**config.mk**
```make
export PLATFORM = sky130hd
export DESIGN_NAME = rv_fetch_queue_flat
export DESIGN_NICKNAME = d
export VERILOG_FILES = /design/src/rtl/rv_fetch_queue_if.sv /design/src/rtl/rv_fetch_queue.sv /design/src/flat_wrapper.sv
export SDC_FILE = /design/constraint.sdc
export NUM_CORES = 1
export LEC_CHECK = 0
export CAP_MARGIN = 20
export CELL_PAD_IN_SITES_DETAIL_PLACEMENT = 1
export CELL_PAD_IN_SITES_GLOBAL_PLACEMENT = 2
export CORE_MARGIN = 2
export CORE_UTILIZATION = 37
export CTS_CLUSTER_DIAMETER = 120
export DETAILED_ROUTE_END_ITERATION = 8
export PLACE_DENSITY_LB_ADDON = 0.1
export SETUP_SLACK_MARGIN = 0.05
export SLEW_MARGIN = 5
export SYNTH_ARGS = -nofsm -noshare
export SYNTH_HDL_FRONTEND = slang
export SYNTH_SLANG_ARGS = --single-unit
```
**constraint.sdc**
```tcl
create_clock -name clk_i -period 4.58 [get_ports clk_i]
set_clock_uncertainty 0.15 [all_clocks]
set_input_delay 0.916 -clock clk_i [delete_from_list [all_inputs] [get_ports clk_i]]
set_output_delay 0.916 -clock clk_i [all_outputs]
set_load 0.01 [all_outputs]
```
**src/rtl/rv_fetch_queue_if.sv**
```systemverilog
// rv_fetch_queue_if: the instruction-memory request/response channel, the
// decode-facing FIFO head, and the branch redirect inputs of the fetch unit.
//   master : the fetch unit (drives im_addr_o/im_rd_o and the f_* head outputs)
//   slave  : the environment (memory, decode, execute)
`timescale 1ns/1ps
interface rv_fetch_queue_if;
    logic [31:0] im_addr_o;
    logic        im_rd_o;
    logic        im_ready_i;
    logic [31:0] im_data_i;
    logic        im_valid_i;
    logic        f_stall_i;
    logic        f_kill_i;
    logic        f_valid_o;
    logic [31:0] f_ir_o;
    logic [31:0] f_pc_o;
    logic [31:0] f_pc_plus_4_o;
    logic        x_bra_i;
    logic [31:0] x_pc_bra_i;

    modport master (
        output im_addr_o, im_rd_o, f_valid_o, f_ir_o, f_pc_o, f_pc_plus_4_o,
        input  im_ready_i, im_data_i, im_valid_i, f_stall_i, f_kill_i,
               x_bra_i, x_pc_bra_i
    );

    modport slave (
        input  im_addr_o, im_rd_o, f_valid_o, f_ir_o, f_pc_o, f_pc_plus_4_o,
        output im_ready_i, im_data_i, im_valid_i, f_stall_i, f_kill_i,
               x_bra_i, x_pc_bra_i
    );
endinterface

```
**src/rtl/rv_fetch_queue.sv**
```systemverilog
// rv_fetch_queue: decoupled instruction fetch unit with a DEPTH-entry
// show-ahead FIFO of {instruction, pc}.
//   clk_i   : clock, all state updates on the rising edge
//   rst_n_i : asynchronous active-low reset
//   bus     : rv_fetch_queue_if.master (memory request/response, decode head,
//             branch redirect)
// Requests are pipelined (up to MAX_OUTSTANDING in flight); responses come
// back in order. A branch flushes the FIFO and counts the stale in-flight
// responses so they are discarded on arrival.
`timescale 1ns/1ps
module rv_fetch_queue #(
    parameter int unsigned DEPTH           = 4,
    parameter int unsigned MAX_OUTSTANDING = 4,
    parameter logic [31:0] RESET_PC        = 32'h0
) (
    input  logic             clk_i,
    input  logic             rst_n_i,
    rv_fetch_queue_if.master bus
);
    localparam int unsigned AW = $clog2(DEPTH);
    localparam int unsigned CW = $clog2(DEPTH + 1);
    localparam int unsigned IW = $clog2(MAX_OUTSTANDING + 1);
    localparam int unsigned SW = (MAX_OUTSTANDING > 1) ? $clog2(MAX_OUTSTANDING) : 1;
    localparam logic [SW-1:0] SH_LAST = SW'(MAX_OUTSTANDING - 1);

    // Shadow-queue pointer advance; MAX_OUTSTANDING need not be a power of two.
    function automatic logic [SW-1:0] sh_next(input logic [SW-1:0] p);
        if (p == SH_LAST) begin
            return {SW{1'b0}};
        end else begin
            return p + SW'(1'b1);
        end
    endfunction

    logic [31:0]   r_pc;
    logic [31:0]   r_fifo_ir [DEPTH];
    logic [31:0]   r_fifo_pc [DEPTH];
    logic [AW-1:0] r_wptr;
    logic [AW-1:0] r_rptr;
    logic [CW-1:0] r_count;
    logic [IW-1:0] r_inflight;
    logic [IW-1:0] r_drop;
    logic [31:0]   r_sh_pc [MAX_OUTSTANDING];
    logic [SW-1:0] r_sh_wptr;
    logic [SW-1:0] r_sh_rptr;

    logic [31:0] w_live;
    logic        w_rd;
    logic        w_accept;
    logic        w_resp;
    logic        w_push;
    logic        w_pop;

    // Issue credit, handshake qualifiers and FIFO push/pop decisions.
    always_comb begin
        // Live entries = buffered words plus in-flight requests that will not
        // be dropped; keeping this below DEPTH guarantees every response fits.
        w_live   = 32'(r_count) + 32'(r_inflight) - 32'(r_drop);
        w_rd     = rst_n_i & ~bus.x_bra_i
                 & (32'(r_inflight) < MAX_OUTSTANDING) & (w_live < DEPTH);
        w_accept = w_rd & bus.im_ready_i;
        // A response with nothing outstanding is a protocol error and ignored.
        w_resp   = bus.im_valid_i & (r_inflight != {IW{1'b0}});
        w_push   = w_resp & (r_drop == {IW{1'b0}}) & ~bus.x_bra_i;
        w_pop    = (r_count != {CW{1'b0}}) & (bus.f_kill_i | ~bus.f_stall_i) & ~bus.x_bra_i;
    end

    // Fetch PC and the shadow queue remembering the PC of each outstanding request.
    always_ff @(posedge clk_i or negedge rst_n_i) begin
        if (!rst_n_i) begin
            r_pc      <= RESET_PC;
            r_sh_wptr <= {SW{1'b0}};
            r_sh_rptr <= {SW{1'b0}};
            for (int unsigned i = 0; i < MAX_OUTSTANDING; i++) begin
                r_sh_pc[i] <= 32'h0;
            end
        end else begin
            if (bus.x_bra_i) begin
                r_pc <= bus.x_pc_bra_i;
            end else if (w_accept) begin
                r_pc <= r_pc + 32'd4;
            end
            if (w_accept) begin
                r_sh_pc[r_sh_wptr] <= r_pc;
                r_sh_wptr          <= sh_next(r_sh_wptr);
            end
            // Every counted response retires its shadow entry, stale or not.
            if (w_resp) begin
                r_sh_rptr <= sh_next(r_sh_rptr);
            end
        end
    end

    // Outstanding-request and pending-discard counters.
    always_ff @(posedge clk_i or negedge rst_n_i) begin
        if (!rst_n_i) begin
            r_inflight <= {IW{1'b0}};
            r_drop     <= {IW{1'b0}};
        end else begin
            case ({w_accept, w_resp})
                2'b10:   r_inflight <= r_inflight + IW'(1'b1);
                2'b01:   r_inflight <= r_inflight - IW'(1'b1);
                default: r_inflight <= r_inflight;
            endcase
            // On a branch everything still in flight after this cycle is stale.
            if (bus.x_bra_i) begin
                r_drop <= r_inflight - (w_resp ? IW'(1'b1) : IW'(1'b0));
            end else if (w_resp && (r_drop != {IW{1'b0}})) begin
                r_drop <= r_drop - IW'(1'b1);
            end
        end
    end

    // Instruction FIFO storage, pointers and occupancy.
    always_ff @(posedge clk_i or negedge rst_n_i) begin
        if (!rst_n_i) begin
            r_wptr  <= {AW{1'b0}};
            r_rptr  <= {AW{1'b0}};
            r_count <= {CW{1'b0}};
            for (int unsigned i = 0; i < DEPTH; i++) begin
                r_fifo_ir[i] <= 32'h0;
                r_fifo_pc[i] <= 32'h0;
            end
        end else if (bus.x_bra_i) begin
            r_wptr  <= {AW{1'b0}};
            r_rptr  <= {AW{1'b0}};
            r_count <= {CW{1'b0}};
        end else begin
            if (w_push) begin
                r_fifo_ir[r_wptr] <= bus.im_data_i;
                r_fifo_pc[r_wptr] <= r_sh_pc[r_sh_rptr];
                r_wptr            <= r_wptr + AW'(1'b1);
            end
            if (w_pop) begin
                r_rptr <= r_rptr + AW'(1'b1);
            end
            case ({w_push, w_pop})
                2'b10:   r_count <= r_count + CW'(1'b1);
                2'b01:   r_count <= r_count - CW'(1'b1);
                default: r_count <= r_count;
            endcase
        end
    end

    // Request and FIFO-head outputs; head data reads registers only.
    always_comb begin
        bus.im_rd_o   = w_rd;
        bus.im_addr_o = r_pc;
        bus.f_valid_o = (r_count != {CW{1'b0}});
        if (r_count != {CW{1'b0}}) begin
            bus.f_ir_o        = r_fifo_ir[r_rptr];
            bus.f_pc_o        = r_fifo_pc[r_rptr];
            bus.f_pc_plus_4_o = r_fifo_pc[r_rptr] + 32'd4;
        end else begin
            bus.f_ir_o        = 32'h0;
            bus.f_pc_o        = 32'h0;
            bus.f_pc_plus_4_o = 32'h0;
        end
    end
endmodule
```
**src/flat_wrapper.sv**
```systemverilog
// flat-port wrapper written by rule: the top's interface ports become plain ports
module rv_fetch_queue_flat 
#(
    parameter int unsigned DEPTH           = 4,
    parameter int unsigned MAX_OUTSTANDING = 4,
    parameter logic [31:0] RESET_PC        = 32'h0
)
  (clk_i, rst_n_i, bus_im_addr_o, bus_im_rd_o, bus_f_valid_o, bus_f_ir_o, bus_f_pc_o, bus_f_pc_plus_4_o, bus_im_ready_i, bus_im_data_i, bus_im_valid_i, bus_f_stall_i, bus_f_kill_i, bus_x_bra_i, bus_x_pc_bra_i);
  rv_fetch_queue_if bus_i ();
  input  logic clk_i;
  input  logic rst_n_i;
  output wire logic [$bits(bus_i.im_addr_o)-1:0] bus_im_addr_o;
  output wire logic [$bits(bus_i.im_rd_o)-1:0] bus_im_rd_o;
  output wire logic [$bits(bus_i.f_valid_o)-1:0] bus_f_valid_o;
  output wire logic [$bits(bus_i.f_ir_o)-1:0] bus_f_ir_o;
  output wire logic [$bits(bus_i.f_pc_o)-1:0] bus_f_pc_o;
  output wire logic [$bits(bus_i.f_pc_plus_4_o)-1:0] bus_f_pc_plus_4_o;
  input wire logic [$bits(bus_i.im_ready_i)-1:0] bus_im_ready_i;
  input wire logic [$bits(bus_i.im_data_i)-1:0] bus_im_data_i;
  input wire logic [$bits(bus_i.im_valid_i)-1:0] bus_im_valid_i;
  input wire logic [$bits(bus_i.f_stall_i)-1:0] bus_f_stall_i;
  input wire logic [$bits(bus_i.f_kill_i)-1:0] bus_f_kill_i;
  input wire logic [$bits(bus_i.x_bra_i)-1:0] bus_x_bra_i;
  input wire logic [$bits(bus_i.x_pc_bra_i)-1:0] bus_x_pc_bra_i;
  assign bus_im_addr_o = bus_i.im_addr_o;
  assign bus_im_rd_o = bus_i.im_rd_o;
  assign bus_f_valid_o = bus_i.f_valid_o;
  assign bus_f_ir_o = bus_i.f_ir_o;
  assign bus_f_pc_o = bus_i.f_pc_o;
  assign bus_f_pc_plus_4_o = bus_i.f_pc_plus_4_o;
  assign bus_i.im_ready_i = bus_im_ready_i;
  assign bus_i.im_data_i = bus_im_data_i;
  assign bus_i.im_valid_i = bus_im_valid_i;
  assign bus_i.f_stall_i = bus_f_stall_i;
  assign bus_i.f_kill_i = bus_f_kill_i;
  assign bus_i.x_bra_i = bus_x_bra_i;
  assign bus_i.x_pc_bra_i = bus_x_pc_bra_i;
  rv_fetch_queue #(.DEPTH(DEPTH), .MAX_OUTSTANDING(MAX_OUTSTANDING), .RESET_PC(RESET_PC)) u_core (.clk_i(clk_i), .rst_n_i(rst_n_i), .bus(bus_i));
endmodule
```
==> impl_metrics.toml <==
[critical_path]
worstPathMaxFanout = 5
slowest_stage = "clkdlybuf4s50_1"
r2r-start = "u_core.r_count[0]$_DFFE_PN0P_"
crit_cells = 8
worst-setup-path-type = "register to primary output"
worst-r2r-cell-count = 14
slowest_delay_ns = 0.59
end_kind = "primary output"
crit_buf_inv = 2
startpoint_type = "register"
crit_required_ns = 3.51
r2r_setup_slack_ns = 0.60
worstPathCellList = "buf_4, mux4_2, ha_1, and2_4, and3_1, xnor2_1, nor2_1, clkdlybuf4s50_1"
crit_family = "buffers and inverters"
timing.rr.end = "u_core.bus.im_addr_o[24]$_DFFE_PN0P_"
cp-startpoint = "u_core.r_rptr[0]$_DFFE_PN0P_"
cp.arrival_ns = 3.37

[clock_tree]
cts_max_level = 2
insertion_delay_ns = 0.61
postCtsHoldBufs = 0
cts_tree = "built"
clockBufferDepth = 3
cts.sinks = 433
cts.reportedPaths.clkPinSlew_ns = 0.06
root_buffer = "clkbuf_16"
cts_buffers = 51

[synth]
syn_area_um2 = 20900
syn_inst = 1481
synthTopCellsByArea = "dfrtp_1, mux2_2, mux4_2, and2_1, buf_2"
synth_edf_count = 0
yosysSeqAreaShare = 0.519
ys.flop_type = "dfrtp_1"
netlist.top_cell.by_area = "dfrtp_1"
ys_ff_latch = 433
synth_nets = 1577
synth_async_sr_flop_share = 1.00
synth.avg_cell_area_um2 = 14.1
synth_top_area_frac = 0.519
ys_types = 62
synth-warning-count = 0

[floorplanning]
pin_count = 201
rows = 87
dieArea_um2 = 58300
die_x_um = 241
die_h_um = 241
start_util = 0.372
core_um2 = 56100

[route]
wl_per_cell_um = 22.4
vias = 13000
wirelength_mm = 55.3
dr.pass1.iters = 4
drt_iter0_drc = 577
antenna_left = 0
drc_errors = 0
viasPerCell = 5.28

[finish]
final_util = 0.459
syn_to_final_growth_pct = 23.4
finalNonFillerCells = 2472
fin_nets = 1772
drive_above_1_share = 0.384

[sta]
fin_crit_ns = 4.44
clock.fmax_mhz = 225
slew_headroom = 0.337
finalMaxSlewViolations = 0
rsz0062_at_grt = "true"
setup_viol = 0
finalSetupTns_ns = 0
worstMarginPinSlew_ns = 0.995
layout_setup_ws_ns = 0.142
fin_crit_sh = 0.969
hold_viol = 0

[power]
p_total_w = 0.0130
leakagePower_nw = 11.8
vdd_ir_drop_max_mv = 0.297
power_density_nw_per_um2 = 504

[grt]
grt_start_max_net_pins = 132
grt_usage = 0.195
grt_pass1_wl_mm = 87.0
antenna_found_initial = 1
grt.overflow.total = 0
grt_pass1_vias = 14400

[place]
dp_cells = 2366
gp_congestion = 0.753
post-dp-hpwl_mm = 36.2
post-place-ws_ns = 0.380
numPortBuffers = 200

[outcome]
status = "finished, final reports clean"

[min_path]
min_path_type = "input pin to async pin"

[job]
cap_violations = 0
## layer usage
layer / track usage / share of wire / vias up
met1: 0.265 / 0.46 / 6941
met3: 0.0373 / 0.041 / 68
met5: 0 / 0 / -
met4: 0.0552 / 0.023 / 0
met2: 0.320 / 0.47 / 232
li1: - / - / 5805
## final cells by class
class / instances / area [um2]
clock buffer: 72 / 1470
clock inverter: 20 / 273
multi-input combinational: 916 / 9550
inverter: 23 / 86.3
tap: 756 / 946
sequential: 433 / 10800
antenna: 1 / 2.50
fill: 5603 / 30300
timing repair buffer: 251 / 2570
## power breakdown
part           total (W)  internal, W  switching [W]
Combinational    0.00364      0.00194        0.00170
Sequential       0.00514      0.00453       0.000609
Clock            0.00420      0.00251        0.00168
## sequential cells by signal, summed over array words and instances (netlist names)
| signal | count |
|---|---|
| u_core.r_fifo_ir | 128 |
| u_core.r_sh_wptr | 2 |
| u_core.bus.im_addr_o | 32 |
| u_core.r_rptr | 2 |
| u_core.r_sh_pc | 128 |
| u_core.r_drop | 3 |
| u_core.r_sh_rptr | 2 |
| u_core.r_fifo_pc | 128 |
| u_core.r_count | 3 |
| u_core.r_wptr | 2 |
| u_core.r_inflight | 3 |
## placed cells by master, fill, tap and decap left out, types with 6 or more instances in the layout
cell type,instances
mux2_2,388
nand3_1,27
mux4_2,95
or4_1,7
nor2_1,49
nor3_1,8
and3_1,7
dlymetal6s2s_1,11
buf_4,35
or3_1,11
xor2_1,13
xnor2_1,27
buf_12,11
ha_1,22
and3_4,6
o21ai_0,22
dlygate4sd2_1,6
clkdlybuf4s50_1,180
clkbuf_1,10
clkbuf_8,11
dfrtp_1,428
and2_1,64
clkinv_2,10
clkbuf_16,51
inv_1,22
a21oi_1,10
o31ai_1,7
a31oi_1,8
nand4_1,7
nand2_1,52
## synth_stat cells (all sizes together), types with 4 or more instances
| cell | number |
|---|---|
| clkbuf | 39 |
| and4 | 4 |
| and2 | 66 |
| nand2 | 52 |
| inv | 23 |
| nor2 | 50 |
| xnor2 | 27 |
| mux4 | 96 |
| o31ai | 8 |
| dfrtp | 433 |
| nand3 | 29 |
| ha | 22 |
| o21ai | 22 |
| a21oi | 11 |
| a211oi | 4 |
| or4 | 7 |
| and3 | 13 |
| nor3 | 12 |
| a311o | 5 |
| mux2 | 389 |
| a32oi | 4 |
| a31oi | 8 |
| nand4 | 9 |
| or3 | 11 |
| nor4 | 13 |
| mux2i | 5 |
| xor2 | 13 |
| buf | 71 |
## per-stage QoR
step                      instance area, um2  hold slack, ns
after floorplan                        20900           0.322
final                                  25700           0.346
after global routing                   25700           0.362
after CTS                              25600           0.352
after global placement                 23700           0.332
after detailed placement               23700           0.340
## worst max-delay path by stage
stage / to / slack [ns]
final: bus_f_pc_plus_4_o[10] / 0.14
after floorplan: u_core.r_inflight[2]$_DFFE_PN0P_ / 0.27
after global placement: bus_f_pc_plus_4_o[30] / 0.43
after CTS: bus_f_pc_plus_4_o[29] / 0.05
after global routing: bus_f_pc_plus_4_o[26] / 0.02
after detailed placement: bus_f_pc_plus_4_o[23] / 0.38
## repair_timing
item / in CTS / in global routing
buffers inserted: 8 / 3
setup endpoints to repair: 22 / 16
pin swaps: 2 / 3
cloned: 1 / 0
gates resized for setup: 29 / 20
## cell families after synthesis
logic type | after synthesis | synth area share
AOI/OAI and AO/OA | 83 | 0.0276
and+or+nand+nor | 277 | 0.0739
buffers and inverters | 133 | 0.0300
adders and majority gates | 25 | 0.0161
DFF | 433 | 0.519
xor gates and xnor gates | 40 | 0.0168
muxes | 490 | 0.316
(Power assumes the default switching activity.)
